$ cat config.mk
export PLATFORM = sky130hd
export DESIGN_NAME = traffic_light_monitor
export DESIGN_NICKNAME = d
export VERILOG_FILES = /design/src/rtl/traffic_light_monitor.sv
export SDC_FILE = /design/constraint.sdc
export NUM_CORES = 1
export LEC_CHECK = 0
export CAP_MARGIN = 20
export CORE_MARGIN = 10
export CORE_UTILIZATION = 40
export CTS_CLUSTER_SIZE = 24
export DETAILED_ROUTE_END_ITERATION = 7
export PLACE_DENSITY = 0.74
export SLEW_MARGIN = 5
export SYNTH_ARGS = -nofsm -noshare
export SYNTH_HDL_FRONTEND = slang
export SYNTH_SLANG_ARGS = --single-unit
$ cat constraint.sdc
create_clock -name clk -period 3.1 [get_ports clk]
set_input_delay 0.31 -clock clk [delete_from_list [all_inputs] [get_ports clk]]
set_output_delay 0.31 -clock clk [all_outputs]
set_load 0.01 [all_outputs]
$ cat src/rtl/traffic_light_monitor.sv
// Passive safety checker for the two-road lamp buses; dwell checks built only with TRAFFIC_MONITOR_DWELL_CHECK_EN.
// Latency: an offending sample shows on phase/fault/fault_code one edge later.
// Backpressure: none; observes every cycle and never stalls the light controller.
module traffic_light_monitor #(
    parameter int GREEN_CYCLES  = 6,
    parameter int YELLOW_CYCLES = 3,
    parameter int CNT_W         = 16,
    parameter int RUN_W         = 8
) (
    input  logic             clk,
    input  logic             reset,
    input  logic [2:0]       roadA,
    input  logic [2:0]       roadB,
    input  logic             fault_clr,
    output logic [2:0]       phase,
    output logic             fault,
    output logic [2:0]       fault_code,
    output logic [CNT_W-1:0] cycle_count
);

    localparam logic [2:0] LAMP_R = 3'b100;
    localparam logic [2:0] LAMP_Y = 3'b010;
    localparam logic [2:0] LAMP_G = 3'b001;

    localparam logic [2:0] PH_SYNC  = 3'd0;
    localparam logic [2:0] PH_AG    = 3'd1;
    localparam logic [2:0] PH_AY    = 3'd2;
    localparam logic [2:0] PH_BG    = 3'd3;
    localparam logic [2:0] PH_BY    = 3'd4;
    localparam logic [2:0] PH_FAULT = 3'd7;

    localparam logic [2:0] CODE_ENC      = 3'd1;
    localparam logic [2:0] CODE_CONFLICT = 3'd2;
    localparam logic [2:0] CODE_ORDER    = 3'd3;
    localparam logic [2:0] CODE_SHORT    = 3'd4;
    localparam logic [2:0] CODE_LONG     = 3'd5;

    localparam int MAX_DWELL = (GREEN_CYCLES > YELLOW_CYCLES) ? GREEN_CYCLES : YELLOW_CYCLES;

    if (RUN_W < $clog2(MAX_DWELL + 2)) begin : g_run_w_check
        $error("RUN_W cannot hold the longest dwell plus one");
    end

    // Maps a lamp pair to the phase it represents; PH_SYNC marks an illegal pair.
    function automatic logic [2:0] pat_of(input logic [2:0] a, input logic [2:0] b);
        logic [2:0] p;
        p = PH_SYNC;
        if (a == LAMP_G && b == LAMP_R)      p = PH_AG;
        else if (a == LAMP_Y && b == LAMP_R) p = PH_AY;
        else if (a == LAMP_R && b == LAMP_G) p = PH_BG;
        else if (a == LAMP_R && b == LAMP_Y) p = PH_BY;
        return p;
    endfunction

    function automatic logic lamp_ok(input logic [2:0] x);
        return (x == LAMP_R) || (x == LAMP_Y) || (x == LAMP_G);
    endfunction

    logic [2:0] prev_a;
    logic [2:0] prev_b;
    logic       prev_valid;

    logic [2:0] cur_pat;
    logic [2:0] prev_pat;
    logic [2:0] next_pat;
    logic       changed;
    logic       enc_bad;
    logic       conflict;
    logic       order_bad;
    logic       dwell_short;
    logic       dwell_long;
    logic [2:0] det_code;

    assign cur_pat   = pat_of(roadA, roadB);
    assign prev_pat  = pat_of(prev_a, prev_b);
    assign next_pat  = (prev_pat == PH_BY) ? PH_AG : prev_pat + 3'd1;
    assign changed   = (roadA != prev_a) || (roadB != prev_b);
    assign enc_bad   = !lamp_ok(roadA) || !lamp_ok(roadB);
    assign conflict  = (roadA != LAMP_R) && (roadB != LAMP_R);
    // An illegal first sample in SYNC has no order to violate; only the new pattern is judged.
    assign order_bad = (cur_pat == PH_SYNC) ||
                       (changed && prev_pat != PH_SYNC && cur_pat != next_pat);

`ifdef TRAFFIC_MONITOR_DWELL_CHECK_EN
    logic [RUN_W-1:0] run_len;
    logic [RUN_W-1:0] req_dwell;
    logic             tracked;

    assign tracked     = (phase >= PH_AG) && (phase <= PH_BY);
    assign req_dwell   = (phase == PH_AG || phase == PH_BG) ? RUN_W'(GREEN_CYCLES)
                                                            : RUN_W'(YELLOW_CYCLES);
    assign dwell_short = tracked && changed && (run_len < req_dwell);
    assign dwell_long  = tracked && !changed && (run_len == req_dwell);

    always_ff @(posedge clk or posedge reset) begin
        if (reset) begin
            run_len <= '0;
        end else if (!fault_clr && phase != PH_FAULT && prev_valid && det_code == 3'd0) begin
            if (changed)
                run_len <= RUN_W'(1);
            else if (tracked)
                run_len <= run_len + RUN_W'(1);
        end
    end
`else
    assign dwell_short = 1'b0;
    assign dwell_long  = 1'b0;
`endif

    always_comb begin
        det_code = 3'd0;
        if (enc_bad)          det_code = CODE_ENC;
        else if (conflict)    det_code = CODE_CONFLICT;
        else if (order_bad)   det_code = CODE_ORDER;
        else if (dwell_short) det_code = CODE_SHORT;
        else if (dwell_long)  det_code = CODE_LONG;
    end

    always_ff @(posedge clk or posedge reset) begin
        if (reset) begin
            phase       <= PH_SYNC;
            fault       <= 1'b0;
            fault_code  <= 3'd0;
            cycle_count <= '0;
            prev_a      <= 3'd0;
            prev_b      <= 3'd0;
            prev_valid  <= 1'b0;
        end else if (fault_clr) begin
            phase      <= PH_SYNC;
            fault      <= 1'b0;
            fault_code <= 3'd0;
            prev_valid <= 1'b0;
        end else if (phase != PH_FAULT) begin
            if (!prev_valid) begin
                prev_a     <= roadA;
                prev_b     <= roadB;
                prev_valid <= 1'b1;
            end else if (det_code != 3'd0) begin
                phase      <= PH_FAULT;
                fault      <= 1'b1;
                fault_code <= det_code;
            end else begin
                prev_a <= roadA;
                prev_b <= roadB;
                // With no fault, a change always lands on a legal pattern.
                if (changed) begin
                    phase <= cur_pat;
                    if (phase == PH_BY && cycle_count != {CNT_W{1'b1}})
                        cycle_count <= cycle_count + CNT_W'(1);
                end
            end
        end
    end

endmodule

==> flow_summary.toml <==
[layout]
syn2layout_area_growth_pct = 34.0
final_area_um2 = 2540
final_cell_mix = "clkdlybuf4s50_1, dfrtp_1, buf_4"
fin_cells = 298
layout_commonest_cell = "clkdlybuf4s50_1"
final_core_util_pct = 56.7
nNetsFinal = 257
drive_gt1_share_pct = 22.8
antenna_cells = 0

[floorplanning]
die_area_um2 = 7880
die_h_um = 88.8
rows = 24
fp.dieW_um = 88.8
io_pins = 32
initial_core_util_pct = 42.3
core_area_um2 = 4470

[sta]
skew_ps = 10.4
finalCritPeriodShare_pct = 97.3
setup_viol = 0
hold_viol = 0
rsz0062_at_grt = "yes"
tightest_slew_ps = 516
post-route-min-period_ps = 3020
slew_headroom_pct = 65.5
max_freq_ghz = 0.331
holdWs_ps = 401
drv_slew = 0

[synthesis]
yosysUniqueCellTypes = 52
ys_async_sr_fraction_pct = 100
synth.top_cell.area_share_pct = 38.3
syn_area_um2 = 1890
yosys_warnings = 0
ys_top_cells_by_area = "dfrtp_1, xor2_1, mux2_4"
avgSynthCellArea_um2 = 9.81
synth.largest_area_cell = "dfrtp_1"
synthCells = 193
synth-seq-area-share_pct = 38.3
yosys_most_used_dff = "dfrtp_1"
synth-edff-count = 0
syn_nets = 205
ys_seq_elements = 29

[worst_setup_path]
crit_type = "reg2reg"
max_stage_delay_ps = 500
start_kind = "flop"
cp.required_ps = 3260
path_cells = "nand2b_4, nor3b_2, a31oi_1, or3_1, ha_2, or4_4, and3_4, o2111ai_4, a311o_4, mux2_4"
cp_slowest_cell = "or4_4"
critPathTopFamily = "simple AND/OR/NAND/NOR gates"
crit_buf_inv = 0
endpoint_kind = "flop"
rrSetupSlack_ps = 80
crit_fanout = 6
worstPathArrival_ps = 3170

[drt]
drt_iter0_drc = 128
wire_per_inst_um = 15.3
met2_length_um = 2110
vias = 1652
top_layer = "met4"
wl_met1_um = 2120
met3_length_um = 238
drt-pass1-iter-count = 4
antenna_left = 0
wl_um = 4550
via_per_inst = 5.54
remaining_drc_errors = 0

[cts]
clk_pin_slew_ps = 70
max-clock-path-buffers = 2
hold_buffers = 0
clock-root-buffer = "clkbuf_8"
cts_sinks = 29
cts_buffers = 5
clkLatencyLatePin_ps = 280
cts_tree = "built"
ctsHtreeMaxLevel = 2

[power]
seqPwrFrac_pct = 46.0
p_per_area_nw_per_um2 = 371
internal-power_mw = 0.675
power_leakage_nw = 1.11
power_mw = 0.941
p_sw_mw = 0.265
ir_drop_uv = 215
combPwrFrac_pct = 22.2
netSwitchingFraction_pct = 28.2
power_frac_clock_pct = 31.8

[place]
place.gp.congestion = 0.784
port_buffers = 30
placed_area_um2 = 2410
dp.cells = 287
post-dp-hpwl_um = 3330

[global_routing]
grt_pass1_wl_um = 7650
grt_pass1_vias = 1580
grtUsageTotal_pct = 12.3
grt_max_degree = 30
antenna_found_initial = 0
grt-ovfl-total = 0

[flow_run]
drv_cap = 0

[worst_hold_path]
min_path_type = "in2async"

[outcome]
status = "finished clean"
area by class of cell:
| class | instances | area [um^2] |
|---|---|---|
| clock buffers | 6 | 72.6 |
| inverters | 9 | 33.8 |
| repair buffers | 57 | 523 |
| multi-input cells | 143 | 1110 |
| well taps | 52 | 65.1 |
| fillers | 389 | 1940 |
| flip-flops and latches | 29 | 727 |
| clock inverters | 2 | 10.0 |
cell families (layout without fill, tap and decap cells):
family,Yosys count,after routing,synth area share (%)
mux,8,8,5.88
buf+inv,21,74,4.89
xor+xnor,20,20,9.25
other cells,1,1,0.198
flops,29,29,38.3
fa+ha+maj,3,3,1.98
simple gates,67,67,18.8
compound gates,44,44,20.7
worst reg2reg max path, delay by kind of cell (launching register included):
family	cells	cell delay [ps]
flops	1	370
fa+ha+maj	1	190
mux	1	320
simple gates	5	1410
compound gates	3	610
through the flow:
stage | setup TNS (ps) | worst slack [ps]
floorplan | 0 | 2.37
global placement | 0 | 73.0
detailed placement | 0 | 23.7
CTS | 0 | 17.6
global route | -79.0 | -19.7
finish | 0 | 83.3
cell usage after synthesis, types with 2 or more instances:
cell type / count
a2111o_1: 3
a2111oi_0: 2
a211o_1: 2
a211oi_1: 6
a21oi_1: 4
a22o_1: 4
a311oi_1: 3
a31oi_1: 2
buf_2: 2
clkbuf_1: 7
dfrtp_1: 29
ha_1: 3
inv_1: 9
mux2_4: 6
nand2_1: 15
nand2b_1: 2
nand3_1: 8
nand4_1: 4
nor2_1: 21
nor3_1: 2
nor3b_1: 2
nor4bb_1: 5
o21ai_0: 5
xnor2_1: 4
xor2_1: 16
flip-flops by register name, summed over array words and instances, names as in the netlist:
name and count:
cycle_count 16, phase 3, prev_a 3, prev_b 3, fault_code 2, fault 1, prev_valid 1
metal layers:
| layer | track usage [%] | vias to the layer above |
|---|---|---|
| met3 | 3.31 | 6 |
| li1 | - | 809 |
| met5 | 0 | - |
| met4 | 5.73 | 0 |
| met1 | 16.1 | 796 |
| met2 | 18.4 | 41 |
power groups by stage:
stage	registers [mW]	logic (mW)	clock network, mW
final	0.433	0.209	0.299
after global routing	0.437	0.230	0.329
after CTS	0.431	0.203	0.313
after detailed placement	0.438	0.201	0
after global placement	0.437	0.199	0
after floorplan	0.439	0.117	0
worst paths after layout:
path	from	endpoint	cells after the start
max	prev_b[2]	prev_a[1]	10
min	reset	cycle_count[15]	3
max reg2reg	prev_b[2]	prev_a[1]	10
min reg2reg	cycle_count[15]	cycle_count[15]	1
max in group asynchronous	reset	prev_a[2]	3
min in group clk	cycle_count[15]	cycle_count[15]	1
repair_timing:
action | CTS | global route
resized for setup | 0 | 7
endpoints found under the setup margin | 0 | 23
buffers inserted | 0 | 2
hold endpoints to repair | 0 | 0
No activity file was read; power rests on OpenSTA's default activity.
